`src/rtl/memory_burst.sv`:
```
// rtl/memory_burst.sv - single-port burst memory slave with valid/ready beats,
// byte strobes, programmable wait states and start-address error reporting.
module memory_burst #(
  parameter int WIDTH       = 16,
  parameter int DEPTH       = 64,
  parameter int ADDR_WIDTH  = $clog2(DEPTH),
  parameter int LEN_WIDTH   = 4,
  parameter int WAIT_STATES = 0
) (
  input  logic                  clk,
  input  logic                  rst,
  input  logic                  valid,
  input  logic                  wt_rd,
  input  logic [ADDR_WIDTH-1:0] addr,
  input  logic [LEN_WIDTH-1:0]  burst_len,
  input  logic [WIDTH-1:0]      wdata,
  input  logic [WIDTH/8-1:0]    wstrb,
  output logic                  ready,
  output logic [WIDTH-1:0]      rdata,
  output logic                  err
);

  localparam int NB    = WIDTH / 8;
  localparam int WS_M1 = (WAIT_STATES > 0) ? WAIT_STATES - 1 : 0;
  localparam logic [ADDR_WIDTH:0]   DEPTH_W   = (ADDR_WIDTH + 1)'(DEPTH);
  localparam logic [ADDR_WIDTH-1:0] LAST_ADDR = ADDR_WIDTH'(DEPTH - 1);

  typedef enum logic [1:0] {S_IDLE, S_WAIT, S_BEAT} state_t;

  state_t                state_q, state_d;
  logic                  wr_q, wr_d;
  logic                  err_q, err_d;
  logic [ADDR_WIDTH-1:0] addr_q, addr_d;
  logic [LEN_WIDTH-1:0]  len_q, len_d;
  logic [LEN_WIDTH-1:0]  beat_q, beat_d;
  logic [3:0]            wait_q, wait_d;
  logic [WIDTH-1:0]      rdata_q, rdata_d;

  logic [WIDTH-1:0] mem [0:DEPTH-1];

  always_comb begin
    state_d = state_q;
    wr_d    = wr_q;
    err_d   = err_q;
    addr_d  = addr_q;
    len_d   = len_q;
    beat_d  = beat_q;
    wait_d  = wait_q;
    rdata_d = rdata_q;
    ready   = 1'b0;
    err     = 1'b0;
    case (state_q)
      S_IDLE: begin
        if (valid) begin
          wr_d    = wt_rd;
          addr_d  = addr;
          len_d   = burst_len;
          beat_d  = '0;
          err_d   = ({1'b0, addr} >= DEPTH_W);
          wait_d  = 4'(WS_M1);
          state_d = (WAIT_STATES > 0) ? S_WAIT : S_BEAT;
        end
      end
      S_WAIT: begin
        if (!valid)            state_d = S_IDLE;
        else if (wait_q == '0) state_d = S_BEAT;
        else                   wait_d  = wait_q - 4'd1;
      end
      S_BEAT: begin
        // An aborted beat (valid low) is not a completed beat, so no ready pulse.
        ready = valid;
        err   = valid & err_q;
        if (!valid || beat_q == len_q) begin
          state_d = S_IDLE;
        end else begin
          beat_d  = beat_q + 1'b1;
          addr_d  = (addr_q == LAST_ADDR) ? '0 : addr_q + 1'b1;
          wait_d  = 4'(WS_M1);
          state_d = (WAIT_STATES > 0) ? S_WAIT : S_BEAT;
        end
      end
      default: state_d = S_IDLE;
    endcase
    // Read data is captured on every entry into BEAT so it is stable for the whole ready cycle.
    if (state_d == S_BEAT && !wr_d) rdata_d = err_d ? '0 : mem[addr_d];
  end

  always_ff @(posedge clk or negedge rst) begin
    if (!rst) begin
      state_q <= S_IDLE;
      wr_q    <= 1'b0;
      err_q   <= 1'b0;
      addr_q  <= '0;
      len_q   <= '0;
      beat_q  <= '0;
      wait_q  <= '0;
      rdata_q <= '0;
    end else begin
      state_q <= state_d;
      wr_q    <= wr_d;
      err_q   <= err_d;
      addr_q  <= addr_d;
      len_q   <= len_d;
      beat_q  <= beat_d;
      wait_q  <= wait_d;
      rdata_q <= rdata_d;
    end
  end

  always_ff @(posedge clk) begin
    if (state_q == S_BEAT && valid && wr_q && !err_q) begin
      for (int i = 0; i < NB; i++) begin
        if (wstrb[i]) mem[addr_q][8*i +: 8] <= wdata[8*i +: 8];
      end
    end
  end

  assign rdata = rdata_q;

endmodule
```
`config.mk`:
```
export PLATFORM = sky130hd
export DESIGN_NAME = memory_burst
export DESIGN_NICKNAME = d
export VERILOG_FILES = /design/src/rtl/memory_burst.sv
export SDC_FILE = /design/constraint.sdc
export NUM_CORES = 1
export LEC_CHECK = 0
export BUFFER_PORTS_ARGS = -buffer_cell sky130_fd_sc_hd__buf_2
export CAP_MARGIN = 20
export CORE_UTILIZATION = 61
export DETAILED_ROUTE_END_ITERATION = 7
export MAX_ROUTING_LAYER = met4
export PLACE_DENSITY = 0.77
export SYNTH_ARGS = -nofsm -noshare
export SYNTH_HDL_FRONTEND = slang
export SYNTH_SLANG_ARGS = --single-unit
```
`constraint.sdc`:
```
create_clock -name clk -period 4.1 [get_ports clk]
set_input_delay 0 -clock clk [delete_from_list [all_inputs] [get_ports clk]]
set_output_delay 0 -clock clk [all_outputs]
set_load 0.005 [all_outputs]
```
After elaboration in Yosys (flattened, before gate mapping):

Memory sizes are Yosys's and may differ from the RTL's.
Cells that the tools add are included.

* output and inout port bits: 18
* memories kept: 1
* latch bits: 0
* memory bits (writable): 1024
* bits in read-only memories: 0
* logic and storage cells: 66
* bits of input ports: 32
* bits in registers: 38

Memory list
* mem: words 64, bits a word 16, read ports 1, clocked after Yosys merged registers in 0, wr ports 1, RTL line 39 `logic [WIDTH-1:0] mem [0:DEPTH-1];`

* bitwise operators: 1
* reductions and logical operators: 15
* shifts and indexed selects: 0
* order comparisons: 0
* multiply operators: 0
* mux-type cells: 29
* div/mod/pow operators: 0
* equality and inequality tests: 9
* add/subtract/negate cells: 3

Operators with widths (number)
* $mux W4: 5
* $mux W6: 3
* $mux W16: 1
* $mux W1: 12
* $pmux W4 S3: 1
* $pmux W6 S2: 1
* $mux W2: 4
* $ne A2 B2 Y1 const B: 4
* $pmux W4 S2: 1
* $add A6 B1 Y6 const B: 1
* $eq A6 B6 Y1 const B: 1
* $pmux W2 S3: 1
* $reduce_and A5 Y1: 1
* $add A4 B1 Y4 const B: 1
* $eq A2 B2 Y1 const B: 2
* $eq A4 B4 Y1: 1
* $logic_and A1 B1 Y1: 4
* $logic_not A4 Y1: 1
* $sub A4 B1 Y4 const B: 1
* $logic_not A1 Y1: 3
* $reduce_and A3 Y1: 1
* $reduce_bool A3 Y1: 1
* $eq A2 B1 Y1 const B: 1
* $logic_not A2 Y1: 1
* other kinds (4): 4

Longest topological paths before layout:

* word-level depth: 6
* depth in mapped cells: 15
* depth with buffers taken out: 11

Least setup slack after synthesis:

No wires, ideal clock.

* path kind: reg-to-reg
* start: reg state_q[1]
* end: reg rdata_q[10], in the netlist rdata[10]
* arrival time: 2810 ps
* cell stages (with the launch flop): 11
* slack: 1168 ps
* data required time: 3978 ps
* period minus slack after synthesis: 2932 ps
* path buffers: 2
* library setup time: 122 ps
* path through: dfrtp_1 > buf_4 > nor3b_2 > mux2i_1 > a41oi_1 > a31oi_1 > inv_2 > a211oi_2 > clkbuf_1 > o211ai_1 > a32o_1

* elaborated cells between the ends (all ways): 15
* classes of those cells: eq/ne (3); mux (8); reduce/logical (3); memory (1)

RTL lines
* start: declaration: RTL line 30 `state_t state_q, state_d;`
* start signal: assignment: RTL line 99 `state_q <= state_d;`
* $eq A2 B2 Y1 or $logic_not A2 Y1 (tied branches): RTL line 52 `case (state_q)`
* $pmux W6 S2 (*): RTL line 52
* named net addr_d[5]: RTL line 33 `logic [ADDR_WIDTH-1:0] addr_q, addr_d;`
* $mem_v2 Z64 W16 (*)
* $mux W16 (*): RTL line 85 `if (state_d == S_BEAT && !wr_d) rdata_d = err_d ? '0 : mem[addr_d];`
* end signal: assignment: RTL line 106 `rdata_q <= rdata_d;`
* end: declaration: RTL line 37 `logic [WIDTH-1:0] rdata_q, rdata_d;`

The timed path passes the listed nets; every way through them passes the cells marked *.
A chain may end at the register's enable or synchronous reset.

Worst setup path after layout:

* start: reg beat_q[0]
* end: reg rdata_q[8], in the netlist rdata[8]

* word-level cells in the longest chain between the ends: 6
* elaborated cells between the ends (all ways): 10
* classes of those cells: eq/ne (2); mux (5); reduce/logical (2); memory (1)

RTL lines
* start: declaration: RTL line 35 `logic [LEN_WIDTH-1:0] beat_q, beat_d;`
* start signal: assignment: RTL line 104 `beat_q <= beat_d;`
* $eq A4 B4 Y1 (*): RTL line 73 `if (!valid || beat_q == len_q) begin`
* $logic_or A1 B1 Y1 (*): RTL line 73
* $mux W6 or $mux W2 (tied branches): RTL line 73
* $pmux W6 S2 or $pmux W2 S3 (tied branches): RTL line 52
* $mem_v2 Z64 W16 or $eq A2 B2 Y1 (tied branches)
* $mux W16 or $logic_and A1 B1 Y1 (tied branches): RTL line 85

Mark *: on every way between the ends. The rest lies on a longest branch, timed or not.

==> impl_metrics.toml <==
[cts]
cts.sinks = 1062
cts_root_buf = "clkbuf_16"
tritoncts = "done"
cts_made_buffers = 103
cts.clk_slew.worst_paths_ps = 60
clk_latency_ps = 660
clock_path_buffers = 3
h-tree-depth = 3

[cells_and_area]
layout-drive-gt1-share_pct = 10.3
nNetsFinal = 3310
fillers = 4503
final_area_um2 = 47900
syn_to_final_growth_pct = 11.8
fin_cells = 4300
regArea_um2 = 31700
multi_input_area_um2 = 10000

[synthesis]
synthArstFlopShare_pct = 3.58
synth_area_um2 = 42900
synth.top_cells.by_count = "edfxtp_1 (1024), nand2_1 (606), nor2_1 (238), nand3_1 (207), o21ai_0 (130)"
ys.flop_type = "edfxtp_1"
synth_cells = 3207
yosysSeqAreaShare_pct = 73.9
synth_area_per_cell_um2 = 13.4
synthDistinctLibCells = 62
syn_nets = 3243
synth_edf_count = 1024
yosysTopAreaCellShare_pct = 71.7
post-synth-top-count-cell = "edfxtp_1"
synth_top_cell_by_area = "edfxtp_1"
yosysWarningCount = 0
ys_ff_latch = 1062
synth_area_leaders = "edfxtp_1 (72%), nand2_1 (5.3%), nand3_1 (2.4%)"

[flow_run]
cap_violations = 0

[die]
die_y_um = 267
core-area_um2 = 69100
dieWidth_um = 267
die_area_um2 = 71400
start_util_pct = 62.1
io_pins = 50
rows = 96

[worst_setup_path]
cp_max_fo = 192
endpoint_kind = "flip-flop"
worst_path_max_delay_cell = "nor3_1"
cp-start-kind = "flip-flop"
r2r_start = "beat_q[0]"
cp.arrival_ps = 4540
worstSetupStartpoint = "beat_q[0]"
cp.required_ps = 4690
path_cells = "xnor2_2 > a41oi_4 > and3_2 > nor2_8 > buf_12 > nand2_1 > a32oi_1 > a31oi_1 > nor3_1 > a32o_1"
cpPeakStageDelay_ps = 750
critPathKind = "flip-flop to flip-flop"

[status]
status = "completed"

[route]
wl_per_cell_um = 26.3
wl_um = 113000
final_antenna_net_count = 0
viasPerCell = 6.50
drcViolationCount = 0
first_pass_iters = 7
via_count = 27948
drtIter0Drc = 3845

[place]
place_area_um2 = 44300
port_buffers = 49
post-place-ws_ps = 216
dpl.cell_count = 4083
hpwlAfterDp_um = 66800
gp_congestion = 0.957

[power_and_ir_drop]
powerDensity_nw_per_um2 = 667
power.static_leakage_nw = 16.2
vdd_drop_max_v = 0.000757

[sta]
clock_skew_ps = 21.8
setup_violations = 0
report.final.slew_viol_count = 0
period_share_pct = 96.3
final_hold_viol_count = 0
rsz0062_at_grt = "no"
setup_tns_ps = 0
fin_hold_ws_ps = 45.4
fmax_mhz = 253
setup_ws_ps = 151
relSlewSlack_pct = 14.2
worstMarginPinSlew_ps = 1290
min_period_ps = 3950

[global_route]
overflow = 0
grt_use_total_pct = 32.8
grt_first_pass_wirelength_um = 166000
grt_max_degree = 193
antenna_found_initial = 6
grt_pass1_vias = 26808

[hold_path]
min_from = "wdata[3]"
hold_class = "primary input to flip-flop"
[timing repair]
item                                    CTS  global route
endpoints found under the hold margin   131            34
endpoints found under the setup margin    0             1
hold buffers                             13             2
setup buffers                             0             0
gates resized for setup                   0             1
[path summary, 6_finish.rpt]
path,to,slack (ps),depth (start not counted)
setup / recovery,rdata[8],150,10
hold / removal,mem[2][3],50,2
setup reg to reg,rdata[8],150,10
hold reg to reg,rdata[4],490,1
max in group asynchronous,rdata[14],3350,4
min in group asynchronous,rdata[5],260,3
[cell type report]
type                            instances  share of cell area, %
Sequential cell                      1062                   66.1
Multi-Input combinational cell       1859                   20.9
Clock buffer                          145                   6.08
Timing Repair Buffer                  174                   2.81
Tap cell                              931                   2.43
Clock inverter                         49                   1.02
Inverter                               74                  0.639
Antenna cell                            6                 0.0313
[report_power, final]
part	switching, mW	internal (mW)
sequential	0.240	12.1
combinational	7.23	2.96
clock	3.95	5.52
total	11.4	20.6
[sequential cells by signal (all words and copies together) (netlist names), 2 cells and up]
signal	count
rdata	16
beat_q	4
state_q	2
wait_q	4
len_q	4
addr_q	6
mem	1024
[metrics by stage]
stage,utilization (%),total power [mW]
finish,69.4,32.0
global route,69.4,32.9
CTS,69.3,31.7
detailed placement,64.2,22.3
global placement,64.2,22.1
floorplan,-,18.6
[layout by cell type (no fill, tap or decap), types with 4 or more instances in the layout]
cell type      netlist  final
dfrtp_1             38     38
o21ai_0            130    130
and3_1              20     19
nor2_1             238    234
o31a_1              15     15
a32oi_1             31     31
inv_2                5      4
nand3b_1             7      7
clkbuf_1           118     25
clkinv_2             0     14
buf_12               0     10
nor2_4               0      5
nand4_1             38     38
o211ai_1           113    113
nand3_1            207    207
o31ai_1             17     17
buf_2               56     49
a21oi_1            114    113
inv_6                0      4
buf_4               21    100
clkinv_1             0     17
clkbuf_16            0    104
edfxtp_1          1024   1024
a32o_1              31     31
nand2_1            606    606
inv_1               68     68
nor3_1              20     20
bufinv_16            0      9
dlygate4sd3_1        0     15
o22ai_1             46     46
clkbuf_8             0     16
xor2_1               4      4
ha_1                 4      4
xnor2_2              4      4
mux2_2               5      5
and2_1               4      4
diode_2              0      6
a31oi_1             64     63
mux2i_1             98     98
[logic make-up (layout without fill, tap and decap cells)]
group           after synthesis  in the layout  synth area share (%)
xor+xnor                      8              8                 0.233
compound gates              581            581                  8.88
buf+inv                     286            442                  2.89
other cells                   0              6                     0
flops                      1062           1062                  73.9
fa+ha+maj                     4              4                 0.117
simple gates               1162           1162                  11.5
mux                         104            104                  2.45
[critical path, delay by kind of cell, from the launching register on]
family | cells | cell delay, ps
buffers and inverters | 1 | 430
AOI/OAI and AO/OA | 4 | 1150
and+or+nand+nor | 4 | 1460
DFF | 1 | 450
xor gates and xnor gates | 1 | 270
[metal layers]
| layer | global-route usage [%] | part of all wire, % |
|---|---|---|
| met2 | 50.7 | 48 |
| met3 | 7.59 | 12 |
| met1 | 42.9 | 37 |
| met5 | - | 0 |
| met4 | 12.3 | 3.6 |
(Power assumes the default switching activity.)
